==> src/rtl/fetch_pkg.sv <==
// fetch_pkg: definitions shared by the fetch sequencer and its instruction queue.
//   - ADDR_W / WORD_W / ENTRY_W : address, instruction word and queue entry widths
//   - fetch_state_e             : fetch FSM state encoding
//   - fetch_entry_t             : queue entry layout {word, pc, fault}, 97 bits
//   - word_align()              : clears the byte-offset bits of an address
package fetch_pkg;

   localparam int unsigned ADDR_W  = 64;
   localparam int unsigned WORD_W  = 32;
   localparam int unsigned ENTRY_W = WORD_W + ADDR_W + 1;

   typedef enum logic [1:0] {
      F_IDLE  = 2'd0,
      F_WAIT  = 2'd1,
      F_FLUSH = 2'd2,
      F_HALT  = 2'd3
   } fetch_state_e;

   typedef struct packed {
      logic [WORD_W-1:0] word;
      logic [ADDR_W-1:0] pc;
      logic              fault;
   } fetch_entry_t;

   function automatic logic [ADDR_W-1:0] word_align(input logic [ADDR_W-1:0] addr);
      return {addr[ADDR_W-1:2], 2'b00};
   endfunction

endpackage

==> src/rtl/fetch_queue.sv <==
// fetch_queue: circular instruction queue between the fetch FSM and the decoder.
//   clk, rst          : clock, asynchronous active-high reset
//   flush             : empties the queue; overrides push and pop in the same cycle
//   push, push_entry  : write one entry at the tail (ignored when full)
//   pop               : remove the head entry (ignored when empty)
//   count             : number of valid entries
//   head_valid        : queue non-empty
//   head_entry        : head entry, all zeros while the queue is empty
module fetch_queue
   import fetch_pkg::*;
#(
   parameter int unsigned DEPTH = 4
) (
   input  logic                     clk,
   input  logic                     rst,
   input  logic                     flush,
   input  logic                     push,
   input  fetch_entry_t             push_entry,
   input  logic                     pop,
   output logic [$clog2(DEPTH):0]   count,
   output logic                     head_valid,
   output fetch_entry_t             head_entry
);

   localparam int unsigned PTR_W = $clog2(DEPTH);
   localparam logic [PTR_W:0] FULL_CNT = (PTR_W + 1)'(DEPTH);

   logic [PTR_W-1:0] wr_ptr_q, wr_ptr_d;
   logic [PTR_W-1:0] rd_ptr_q, rd_ptr_d;
   logic [PTR_W:0]   count_q, count_d;
   fetch_entry_t     mem_q [DEPTH];
   logic             do_push, do_pop;

   always_comb begin
      do_push  = push && (count_q != FULL_CNT) && !flush;
      do_pop   = pop && (count_q != '0) && !flush;
      wr_ptr_d = wr_ptr_q;
      rd_ptr_d = rd_ptr_q;
      count_d  = count_q;
      if (flush) begin
         wr_ptr_d = '0;
         rd_ptr_d = '0;
         count_d  = '0;
      end else begin
         // Pointers wrap naturally because DEPTH is a power of two.
         if (do_push) wr_ptr_d = wr_ptr_q + 1'b1;
         if (do_pop)  rd_ptr_d = rd_ptr_q + 1'b1;
         unique case ({do_push, do_pop})
            2'b10:   count_d = count_q + 1'b1;
            2'b01:   count_d = count_q - 1'b1;
            default: count_d = count_q;
         endcase
      end
   end

   always_ff @(posedge clk or posedge rst) begin
      if (rst) begin
         wr_ptr_q <= '0;
         rd_ptr_q <= '0;
         count_q  <= '0;
      end else begin
         wr_ptr_q <= wr_ptr_d;
         rd_ptr_q <= rd_ptr_d;
         count_q  <= count_d;
      end
   end

   // Storage needs no reset: nothing reads it while count_q is zero.
   always_ff @(posedge clk) begin
      if (do_push) mem_q[wr_ptr_q] <= push_entry;
   end

   always_comb begin
      count      = count_q;
      head_valid = (count_q != '0);
      head_entry = head_valid ? mem_q[rd_ptr_q] : '0;
   end

endmodule

==> src/rtl/fetch_sequencer.sv <==
// fetch_sequencer: instruction fetch FSM, fetch PC and instruction queue.
//   clk, rst                        : clock, asynchronous active-high reset
//   redirect_valid, redirect_pc     : flush the queue and restart fetch at redirect_pc
//   mem_req, mem_addr               : single-outstanding fetch request, word aligned
//   mem_ack, mem_rdata, mem_err     : request completion, data and bus fault
//   inst_valid, inst_ready          : decoder handshake for the queue head
//   inst_word, inst_pc, inst_fault  : queue head contents, zero when inst_valid is low
// Configuration: define FETCH_PREFETCH_EN to let fetch run ahead until the queue is
// full; otherwise a new request is issued only when the queue is empty.
module fetch_sequencer
   import fetch_pkg::*;
#(
   parameter logic [63:0] RESET_PC    = 64'h0,
   parameter int unsigned QUEUE_DEPTH = 4
) (
   input  logic        clk,
   input  logic        rst,
   input  logic        redirect_valid,
   input  logic [63:0] redirect_pc,
   output logic        mem_req,
   output logic [63:0] mem_addr,
   input  logic        mem_ack,
   input  logic [31:0] mem_rdata,
   input  logic        mem_err,
   output logic        inst_valid,
   input  logic        inst_ready,
   output logic [31:0] inst_word,
   output logic [63:0] inst_pc,
   output logic        inst_fault
);

   localparam int unsigned CNT_W = $clog2(QUEUE_DEPTH) + 1;
   localparam logic [CNT_W-1:0] DEPTH_CNT = CNT_W'(QUEUE_DEPTH);

   fetch_state_e      state_q, state_d;
   logic [ADDR_W-1:0] fetch_pc_q, fetch_pc_d;
   logic [ADDR_W-1:0] addr_q, addr_d;

   logic              q_push;
   fetch_entry_t      q_entry;
   logic [CNT_W-1:0]  q_count;
   logic              q_head_valid;
   fetch_entry_t      q_head;
   logic              credit;

   // Credit is only evaluated in F_IDLE, where nothing is outstanding, so the
   // queue count alone decides whether another entry can be accepted.
   always_comb begin
`ifdef FETCH_PREFETCH_EN
      credit = (q_count < DEPTH_CNT);
`else
      credit = (q_count == '0);
`endif
   end

   always_comb begin
      state_d    = state_q;
      fetch_pc_d = fetch_pc_q;
      addr_d     = addr_q;
      q_push     = 1'b0;
      q_entry    = '0;
      unique case (state_q)
         F_IDLE: begin
            if (redirect_valid) begin
               fetch_pc_d = word_align(redirect_pc);
            end else if (credit) begin
               addr_d  = fetch_pc_q;
               state_d = F_WAIT;
            end
         end
         F_WAIT: begin
            if (redirect_valid) begin
               fetch_pc_d = word_align(redirect_pc);
               // Same-cycle ack completes the request; otherwise drain it first.
               state_d    = mem_ack ? F_IDLE : F_FLUSH;
            end else if (mem_ack) begin
               q_push = 1'b1;
               if (mem_err) begin
                  q_entry = '{word: '0, pc: addr_q, fault: 1'b1};
                  state_d = F_HALT;
               end else begin
                  q_entry    = '{word: mem_rdata, pc: addr_q, fault: 1'b0};
                  fetch_pc_d = fetch_pc_q + 64'd4;
                  state_d    = F_IDLE;
               end
            end
         end
         F_FLUSH: begin
            if (redirect_valid) fetch_pc_d = word_align(redirect_pc);
            if (mem_ack)        state_d    = F_IDLE;
         end
         F_HALT: begin
            if (redirect_valid) begin
               fetch_pc_d = word_align(redirect_pc);
               state_d    = F_IDLE;
            end
         end
         default: state_d = F_IDLE;
      endcase
   end

   always_ff @(posedge clk or posedge rst) begin
      if (rst) begin
         state_q    <= F_IDLE;
         fetch_pc_q <= word_align(RESET_PC);
         addr_q     <= '0;
      end else begin
         state_q    <= state_d;
         fetch_pc_q <= fetch_pc_d;
         addr_q     <= addr_d;
      end
   end

   always_comb begin
      mem_req    = (state_q == F_WAIT) || (state_q == F_FLUSH);
      mem_addr   = addr_q;
      inst_valid = q_head_valid;
      inst_word  = q_head.word;
      inst_pc    = q_head.pc;
      inst_fault = q_head.fault;
   end

   fetch_queue #(
      .DEPTH (QUEUE_DEPTH)
   ) u_queue (
      .clk        (clk),
      .rst        (rst),
      .flush      (redirect_valid),
      .push       (q_push),
      .push_entry (q_entry),
      .pop        (inst_ready),
      .count      (q_count),
      .head_valid (q_head_valid),
      .head_entry (q_head)
   );

endmodule
==> config.mk <==
export PLATFORM = sky130hd
export DESIGN_NAME = fetch_sequencer
export DESIGN_NICKNAME = d
export VERILOG_FILES = /design/src/rtl/fetch_pkg.sv /design/src/rtl/fetch_queue.sv /design/src/rtl/fetch_sequencer.sv
export SDC_FILE = /design/constraint.sdc
export NUM_CORES = 1
export LEC_CHECK = 0
export CELL_PAD_IN_SITES_DETAIL_PLACEMENT = 1
export CELL_PAD_IN_SITES_GLOBAL_PLACEMENT = 2
export CORE_MARGIN = 4
export CORE_UTILIZATION = 43
export CTS_CLUSTER_SIZE = 24
export DETAILED_ROUTE_END_ITERATION = 10
export PLACE_DENSITY_LB_ADDON = 0.15
export SYNTH_ARGS = -nofsm -noshare
export SYNTH_HDL_FRONTEND = slang
export SYNTH_SLANG_ARGS = --single-unit
export TNS_END_PERCENT = 20
==> constraint.sdc <==
create_clock -name clk -period 10.21 [get_ports clk]
set_input_delay 2.042 -clock clk [delete_from_list [all_inputs] [get_ports clk]]
set_output_delay 2.042 -clock clk [all_outputs]
set_load 0.02 [all_outputs]
==> results of run 1 <==
layout by cell type, fill, tap and decap left out, types with 9 or more instances in the layout:
cell,Yosys,layout
edfxtp_1,384,384
clkdlybuf4s50_1,0,258
dfrtp_1,133,131
and2_1,107,103
and3_1,102,102
mux4_2,96,96
nand2_1,70,68
mux2_2,57,57
clkbuf_16,0,56
nor2_1,50,49
a21oi_1,44,44
nand4_1,33,33
nand3_1,31,31
o21ai_0,30,30
buf_4,3,19
nor3_1,18,18
or3_1,16,15
o22ai_1,14,14
clkbuf_1,79,14
inv_1,14,13
a31oi_1,11,11
and4_1,11,11
or4_1,11,11
clkinv_1,1,11
nor4_1,9,9
ha_1,9,9
through the flow:
| step | utilization, % | area, sq um | total power, mW | setup WS [ns] |
|---|---|---|---|---|
| after floorplan | - | 22400 | 4.51 | 4.61 |
| after global placement | 49.8 | 25600 | 5.77 | 4.60 |
| after detailed placement | 49.8 | 25600 | 5.81 | 4.51 |
| after CTS | 53.2 | 27400 | 7.77 | 4.55 |
| after global routing | 53.2 | 27400 | 8.04 | 4.42 |
| final | 53.2 | 27400 | 7.66 | 4.65 |
layout make-up:
cell class | count | area, sq um
multi-input combinational | 845 | 7130
fill | 4980 | 24100
antenna | 4 | 10.0
sequential | 517 | 14900
inverter | 15 | 61.3
clock inverter | 30 | 269
timing repair buffer | 279 | 2740
clock buffer | 72 | 1480
tap | 680 | 851
critical path, cell delays in order, from the launching register on:
cell and delay [ns]:
dfrtp_4 0.78, buf_4 0.84, mux4_2 0.37, and2_1 0.19, clkdlybuf4s50_1 0.63
kinds of logic (layout without fill, tap and decap cells):
family	after synthesis	after routing	share of synthesized area, %
compound gates	173	173	5.17
xor+xnor	6	6	0.234
fa+ha+maj	10	10	0.591
buf+inv	120	396	2.13
flops	517	517	66.3
mux	157	157	12.7
other cells	1	10	0.0167
simple gates	493	493	12.9
routing by layer:
layer / track usage [%] / up-vias / part of all wire (%)
met3: 3.62 / 78 / 5.7
met2: 35.0 / 408 / 48
li1: - / 6274 / -
met5: 0 / - / 0.035
met1: 32.1 / 7486 / 44
met4: 5.08 / 4 / 1.7
state kept, by name (all words and copies together) (netlist names):
name	cells
fetch_pc_q	62
mem_addr	62
state_q	2
u_queue.count	3
u_queue.mem_q	384
u_queue.rd_ptr_q	2
u_queue.wr_ptr_q	2
power by group:
part / internal, mW / leakage [nW] / switching [mW]
sequential: 2.59 / 5.08 / 0.351
clock: 1.12 / 0.845 / 0.820
combinational: 1.31 / 3.64 / 1.47
total: 5.02 / 9.57 / 2.64
worst min path at each step:
stage,from,end,cells after the start
final,mem_addr[44]$_DFFE_PP0P_,mem_addr[44]$_DFFE_PP0P_,1
after global routing,mem_addr[44]$_DFFE_PP0P_,mem_addr[44]$_DFFE_PP0P_,1
after CTS,mem_addr[44]$_DFFE_PP0P_,mem_addr[44]$_DFFE_PP0P_,1
after detailed placement,mem_addr[44]$_DFFE_PP0P_,mem_addr[44]$_DFFE_PP0P_,1
after global placement,mem_addr[26]$_DFFE_PP0P_,mem_addr[26]$_DFFE_PP0P_,1
after floorplan,fetch_pc_q[62]$_DFFE_PP0P_,mem_addr[62]$_DFFE_PP0P_,1
==> results.yml, run 1 <==
run_status:
  run_status: "completed"
clocking:
  ctsLongestPathBuffers: 3
  clkTransAtPathRegs_ns: 0.06
  cts.repair.resized: 0
  cts_buffers: 54
  post_cts_buffers: 0
  cts_tree: "done"
  cts_hold_buf: 0
  h-tree-depth: 2
  clock-sinks: 517
  clockRootBuffer: "clkbuf_16"
  clock_latency_ns: 0.60
die:
  die_x_um: 236
  io_pins: 265
  fp-row-count: 83
  dieArea_sq_um: 55900
  core_area_sq_um: 51500
  die_height_um: 236
  start_util_pct: 43.5
timing:
  worst_slew_pin_slew_ns: 1.08
  layout_min_cycle_time_ns: 5.56
  slew_viol_final: 0
  max_slew_margin_pct: 27.8
  finClkSkew_ns: 0.0191
  rsz0062_at_grt: "no"
  finalCritPeriodShare_pct: 54.4
  hold_viol: 0
  fmax_mhz: 180
  finalSetupViolCount: 0
  setup_tns_ns: 0
  timing.hold.ws_ns: 0.528
global_route:
  grt_max_degree: 97
  grt_pass1_wl_um: 94900
  track_usage_pct: 22.0
  grt_remaining_overflow: 0
  antenna_found_initial: 7
  grt_pass1_vias: 14800
drt:
  ant_nets: 0
  viasPerCell: 5.84
  drcViolationCount: 0
  firstDrtPassIters: 5
  drtIter0Drc: 1136
  wirelength_um: 62300
  routedWlPerCell_um: 25.5
  vias: 14300
layout:
  drive_above_1_share_pct: 16.1
  layout.cells.non_filler: 2442
  area_growth_pct: 22.2
  layout.nets: 1824
synth:
  synthDistinctLibCells: 72
  yosysTopAreaCell: "edfxtp_1"
  synth_area_sq_um: 22400
  synthArstFlopShare_pct: 25.7
  synth.area.top_cells: "edfxtp_1 51%, dfrtp_1 15%, mux4_2 9.6%"
  synthTopCellsByCount: "384 x edfxtp_1, 133 x dfrtp_1, 107 x and2_1"
  syn_inst: 1477
  yosysWarningCount: 0
  synth_edf_count: 384
  synth_top_area_share_pct: 51.4
  synth-seq-area-share_pct: 66.3
  synth_ff_type: "edfxtp_1"
  ys_ff_latch: 517
  synth.avg_cell_area_sq_um: 15.2
  synth.most_common_cell: "edfxtp_1"
worst_setup_path:
  crit_required_ns: 8.17
  worstSetupStartpoint: "u_queue.rd_ptr_q[1]$_DFFE_PP0P_"
  startpoint_type: "flip-flop"
  r2r-start: "state_q[1]$_DFFE_PP0P_"
  path_max_fanout: 65
  r2r-end: "u_queue.mem_q[0][11]$_DFFE_PP_"
  endpoint: "inst_pc[39]"
  critical_path_class: "reg2out"
  cp-end-kind: "output pin"
  worst_r2r_path_depth: 6
  r2r_slack_ns: 6.31
  cp.arrival_ns: 3.52
placement:
  gp_congestion: 0.854
  place_hpwl_um: 39400
  io_buffers: 260
  dp.cells: 2336
hold_path:
  hold_class: "reg2reg"
power:
  p_leak_nw: 9.57
  power_density_nw_per_um2: 279
  peakVddDrop_mv: 0.247
flow_run:
  drv_cap: 0
No activity file was read; power rests on OpenSTA's default activity.
==> run 2, diff against run 1 <==
Settings changed: CORE_UTILIZATION 43 to 40.
Clock period 10.21 ns to 5.4 ns, I/O delays scaled along.
==> run 2 against run 1 <==
  * Register-to-register slack lost 4.1 ns
  * Total power is 91% higher
  * Core utilization down 3.2 points
  * Count of clock-buffer cells in the layout down 9
  * Non-clock buffer count rose by 9
  * Clock skew is 0.0022 ns lower
  * Sequential power is 90% higher
  * Largest cell class unchanged
  * Largest power group unchanged
  * Highest routed layer is now met4
==> results.yml, run 2 (synthesis gave the netlist of run 1 again) <==
global_route:
  grt_pass1_wl_um: 95700
  grt_max_degree: 75
  grt_remaining_overflow: 0
  track_usage_pct: 20.9
  antenna_found_initial: 4
  grt_pass1_vias: 14900
layout:
  layout.nets: 1833
  mostFrequentLayoutCells: "384 x edfxtp_1, 258 x clkdlybuf4s50_1, 131 x dfrtp_1"
  layout_commonest_cell: "edfxtp_1"
  drive_above_1_share_pct: 16.8
  area_growth_pct: 23.4
  largest_reg_flops: 384
  top_register: "u_queue.mem_q"
flow_run:
  drv_cap: 0
clocking:
  h-tree-depth: 2
  clock-sinks: 517
  cts_buffers: 54
  ctsLongestPathBuffers: 3
  cts_tree: "done"
  cts.repair.resized: 0
  cts_hold_buf: 0
  clock_latency_ns: 0.61
  clkTransAtPathRegs_ns: 0.06
  clockRootBuffer: "clkbuf_16"
  post_cts_buffers: 0
timing:
  slew_viol_final: 0
  finalSetupViolCount: 0
  layout_min_cycle_time_ns: 4.29
  finClkSkew_ns: 0.0169
  fmax_mhz: 233
  hold_viol: 0
  setup_tns_ns: 0
  finalCritPeriodShare_pct: 79.5
  max_slew_margin_pct: 37.8
  rsz0062_at_grt: "no"
  timing.hold.ws_ns: 0.539
  worst_slew_pin_slew_ns: 0.929
die:
  fp-row-count: 86
  dieArea_sq_um: 59900
  die_x_um: 245
  io_pins: 265
  start_util_pct: 40.5
  die_height_um: 245
  core_area_sq_um: 55300
placement:
  place_hpwl_um: 41600
  io_buffers: 260
  gp_congestion: 0.854
drt:
  vias: 14100
  drcViolationCount: 0
  firstDrtPassIters: 5
  wirelength_um: 62900
  viasPerCell: 5.61
  routedWlPerCell_um: 25.0
  ant_nets: 0
  drtIter0Drc: 1056
power:
  peakVddDrop_mv: 0.317
  clockPowerShare_pct: 25.7
  switching_share_pct: 34.2
  p_leak_nw: 9.66
  p_seq_share_pct: 38.3
  combPwrFrac_pct: 36.0
  power_density_nw_per_um2: 528
  p_sw_mw: 5.01
  power.internal_mw: 9.61
run_status:
  run_status: "completed"
worst_setup_path:
  cp-end-kind: "output pin"
  startpoint_type: "flip-flop"
  crit_required_ns: 4.32
  critical_path_class: "reg2out"
  cp.arrival_ns: 3.21
  path_max_fanout: 27
hold_path:
  hold_class: "reg2reg"
## run 2: routing by layer
metal | track usage (%) | vias up | share of wire, %
met5 | 0 | - | 0
met4 | 4.23 | 0 | 1.5
met3 | 3.22 | 75 | 4.9
met2 | 33.6 | 355 | 48
met1 | 30.5 | 7404 | 46
li1 | - | 6276 | -
## run 2: critical path, cell delays in order (launching register included)
cell and delay, ns:
dfrtp_4 0.81, buf_4 0.47, mux4_2 0.54, and2_1 0.21, clkdlybuf4s50_1 0.55
## run 2: final cells by class
cell class              instances  area (sq um)
repair buffers                288          2880
fillers                      5396         27600
flip-flops and latches        517         14900
inverters                      15          61.3
well taps                     748           936
multi-input cells             845          7130
clock inverters                35           375
clock buffers                  63          1420
diodes                          4          10.0
## run 2: path summary, 6_finish.rpt
| path | from | endpoint | slack, ns | cells past startpoint |
|---|---|---|---|---|
| max | u_queue.rd_ptr_q[0]$_DFFE_PP0P_ | inst_pc[43] | 1.11 | 4 |
| min | mem_addr[8]$_DFFE_PP0P_ | mem_addr[8]$_DFFE_PP0P_ | 0.54 | 1 |
| max reg2reg | state_q[1]$_DFFE_PP0P_ | fetch_pc_q[51]$_DFFE_PP0P_ | 2.23 | 8 |
| min reg2reg | mem_addr[8]$_DFFE_PP0P_ | mem_addr[8]$_DFFE_PP0P_ | 0.54 | 1 |
| max in group asynchronous | rst | mem_addr[9]$_DFFE_PP0P_ | 3.46 | 3 |
| min in group asynchronous | rst | mem_addr[12]$_DFFE_PP0P_ | 0.97 | 2 |
## run 2: power groups by stage
| stage | logic (mW) | registers (mW) | clock network (mW) |
|---|---|---|---|
| floorplan | 2.95 | 5.57 | 0 |
| global placement | 5.30 | 5.66 | 0 |
| detailed placement | 5.37 | 5.69 | 0 |
| CTS | 5.38 | 5.61 | 3.85 |
| global route | 5.67 | 5.68 | 4.03 |
| finish | 5.27 | 5.60 | 3.76 |
## run 2: through the flow
stage               cells  total power, mW  cell area, sq um  setup WS [ns]  util [%]
floorplan            1482             8.52             22400          0.766         -
global placement     2413             11.0             25900           1.39      46.8
detailed placement   2413             11.1             25900           1.40      46.8
CTS                  2511             14.8             27700          0.987      50.0
global route         2514             15.4             27700          0.866      50.0
finish               2515             14.6             27700           1.11      50.0
==> run 3, diff against run 2 <==
Clock period 5.4 ns to 4.45 ns, I/O delays scaled along.
==> run 3 against run 2 <==
  * Total power rose by 23%
  * Sequential power rose by 21%
  * Design area rose by 0.79%
  * Non-clock buffer count rose by 9
  * Combinational power rose by 22%
  * Worst hold slack got worse by 0.0015 ns
  * First-iteration DRC count fell by 8.3%
  * Count of clock-buffer cells in the layout rose by 11
  * Routed wire length rose by 0.50%
  * Register-to-register slack got worse by 1.0 ns
  * Largest power group unchanged
==> results.yml, run 3 (synthesis gave the netlist of run 1 again) <==
drt:
  vias: 14100
  viasPerCell: 5.58
  firstDrtPassIters: 5
  top_layer: "met4"
  drtIter0Drc: 968
  wl_met2_um: 30100
  met1_length_um: 29000
  wirelength_um: 63300
  ant_nets: 0
  drcViolationCount: 0
  routedWlPerCell_um: 25.0
  routed-wl-met3_um: 3150
timing:
  rsz0062_at_grt: "no"
  hold_viol: 0
  finalSetupViolCount: 0
  worst_slew_pin_slew_ns: 0.950
  setup_tns_ns: 0
  max_slew_margin_pct: 36.7
  finalCritPeriodShare_pct: 90.1
  finClkSkew_ns: 0.0173
  fmax_mhz: 249
  layout_min_cycle_time_ns: 4.01
  slew_viol_final: 0
layout:
  mostFrequentLayoutCells: "384 x edfxtp_1, 258 x clkdlybuf4s50_1, 131 x dfrtp_1"
  layout_commonest_cell: "edfxtp_1"
  layout.cells.non_filler: 2527
  top_register: "u_queue.mem_q"
  largest_reg_flops: 384
  layout.nets: 1843
  drive_above_1_share_pct: 17.5
  area_growth_pct: 24.4
die:
  die_x_um: 245
  core_area_sq_um: 55300
  die_height_um: 245
  io_pins: 265
  fp-row-count: 86
  start_util_pct: 40.5
  dieArea_sq_um: 59900
global_route:
  grt_pass1_wl_um: 96000
  antenna_found_initial: 3
  grt_remaining_overflow: 0
  grt_pass1_vias: 14900
  grt_max_degree: 143
  track_usage_pct: 20.9
power:
  power_density_nw_per_um2: 645
  peakVddDrop_mv: 0.323
  p_leak_nw: 9.77
worst_setup_path:
  cp-end-kind: "output pin"
  startpoint_type: "flip-flop"
  critical_path_class: "reg2out"
  path_max_fanout: 47
  crit_required_ns: 3.56
  cp.arrival_ns: 3.12
clocking:
  cts_hold_buf: 0
  clkTransAtPathRegs_ns: 0.06
  cts.repair.resized: 0
  cts_buffers: 55
  ctsLongestPathBuffers: 3
  h-tree-depth: 2
  clockRootBuffer: "clkbuf_16"
  clock-sinks: 517
  cts_tree: "done"
  clock_latency_ns: 0.60
  post_cts_buffers: 0
placement:
  gp_congestion: 0.857
  io_buffers: 260
  place_hpwl_um: 41200
  dp.cells: 2422
run_status:
  run_status: "completed"
flow_run:
  drv_cap: 0
hold_path:
  hold_class: "reg2reg"
==> run 3: path summary, 6_finish.rpt <==
path / start / endpoint / slack, ns / cells past startpoint
setup / recovery: u_queue.count[0]$_DFFE_PP0P_ / inst_pc[0] / 0.44 / 4
hold / removal: mem_addr[12]$_DFFE_PP0P_ / mem_addr[12]$_DFFE_PP0P_ / 0.54 / 1
setup reg to reg: state_q[1]$_DFFE_PP0P_ / u_queue.mem_q[2][34]$_DFFE_PP_ / 1.21 / 6
hold reg to reg: mem_addr[12]$_DFFE_PP0P_ / mem_addr[12]$_DFFE_PP0P_ / 0.54 / 1
max in group asynchronous: rst / fetch_pc_q[5]$_DFFE_PP0P_ / 2.74 / 3
min in group asynchronous: rst / mem_addr[8]$_DFFE_PP0P_ / 0.86 / 2
==> run 3: where the power goes <==
part	switching [mW]	internal (mW)	total (mW)
Clock	1.89	2.86	4.76
Sequential	0.840	5.94	6.78
Combinational	3.35	3.10	6.45
==> run 3: layout make-up <==
cell class,instances,area (sq um)
Timing Repair Buffer,297,3010
Fill cell,5400,27400
Antenna cell,3,7.51
Clock inverter,28,364
Sequential cell,517,14900
Inverter,15,61.3
Clock buffer,74,1520
Tap cell,748,936
Multi-Input combinational cell,845,7130
==> run 3: per-layer routing <==
| layer | global-route usage (%) | vias up |
|---|---|---|
| met4 | 4.67 | 0 |
| met2 | 33.3 | 353 |
| li1 | - | 6299 |
| met1 | 30.2 | 7384 |
| met5 | 0 | - |
| met3 | 3.95 | 71 |
==> run 3: stage by stage <==
stage	instance area, sq um	worst slack, ns	hold slack (ns)	power [mW]	utilization [%]
3_3_place_gp	26000	0.965	0.514	13.3	47.0
2_1_floorplan	22400	0.00560	0.511	10.3	-
3_5_place_dp	26000	0.929	0.519	13.4	47.0
4_1_cts	27900	0.286	0.537	18.2	50.4
5_1_grt	27900	0.158	0.567	18.9	50.4
6_report	27900	0.440	0.538	18.0	50.4
==> run 3: critical path, cell delays in order, from the launching register on <==
cell and delay (ns):
dfrtp_1 0.44, or3_2 0.75, buf_4 0.45, and2_1 0.24, clkdlybuf4s50_1 0.62
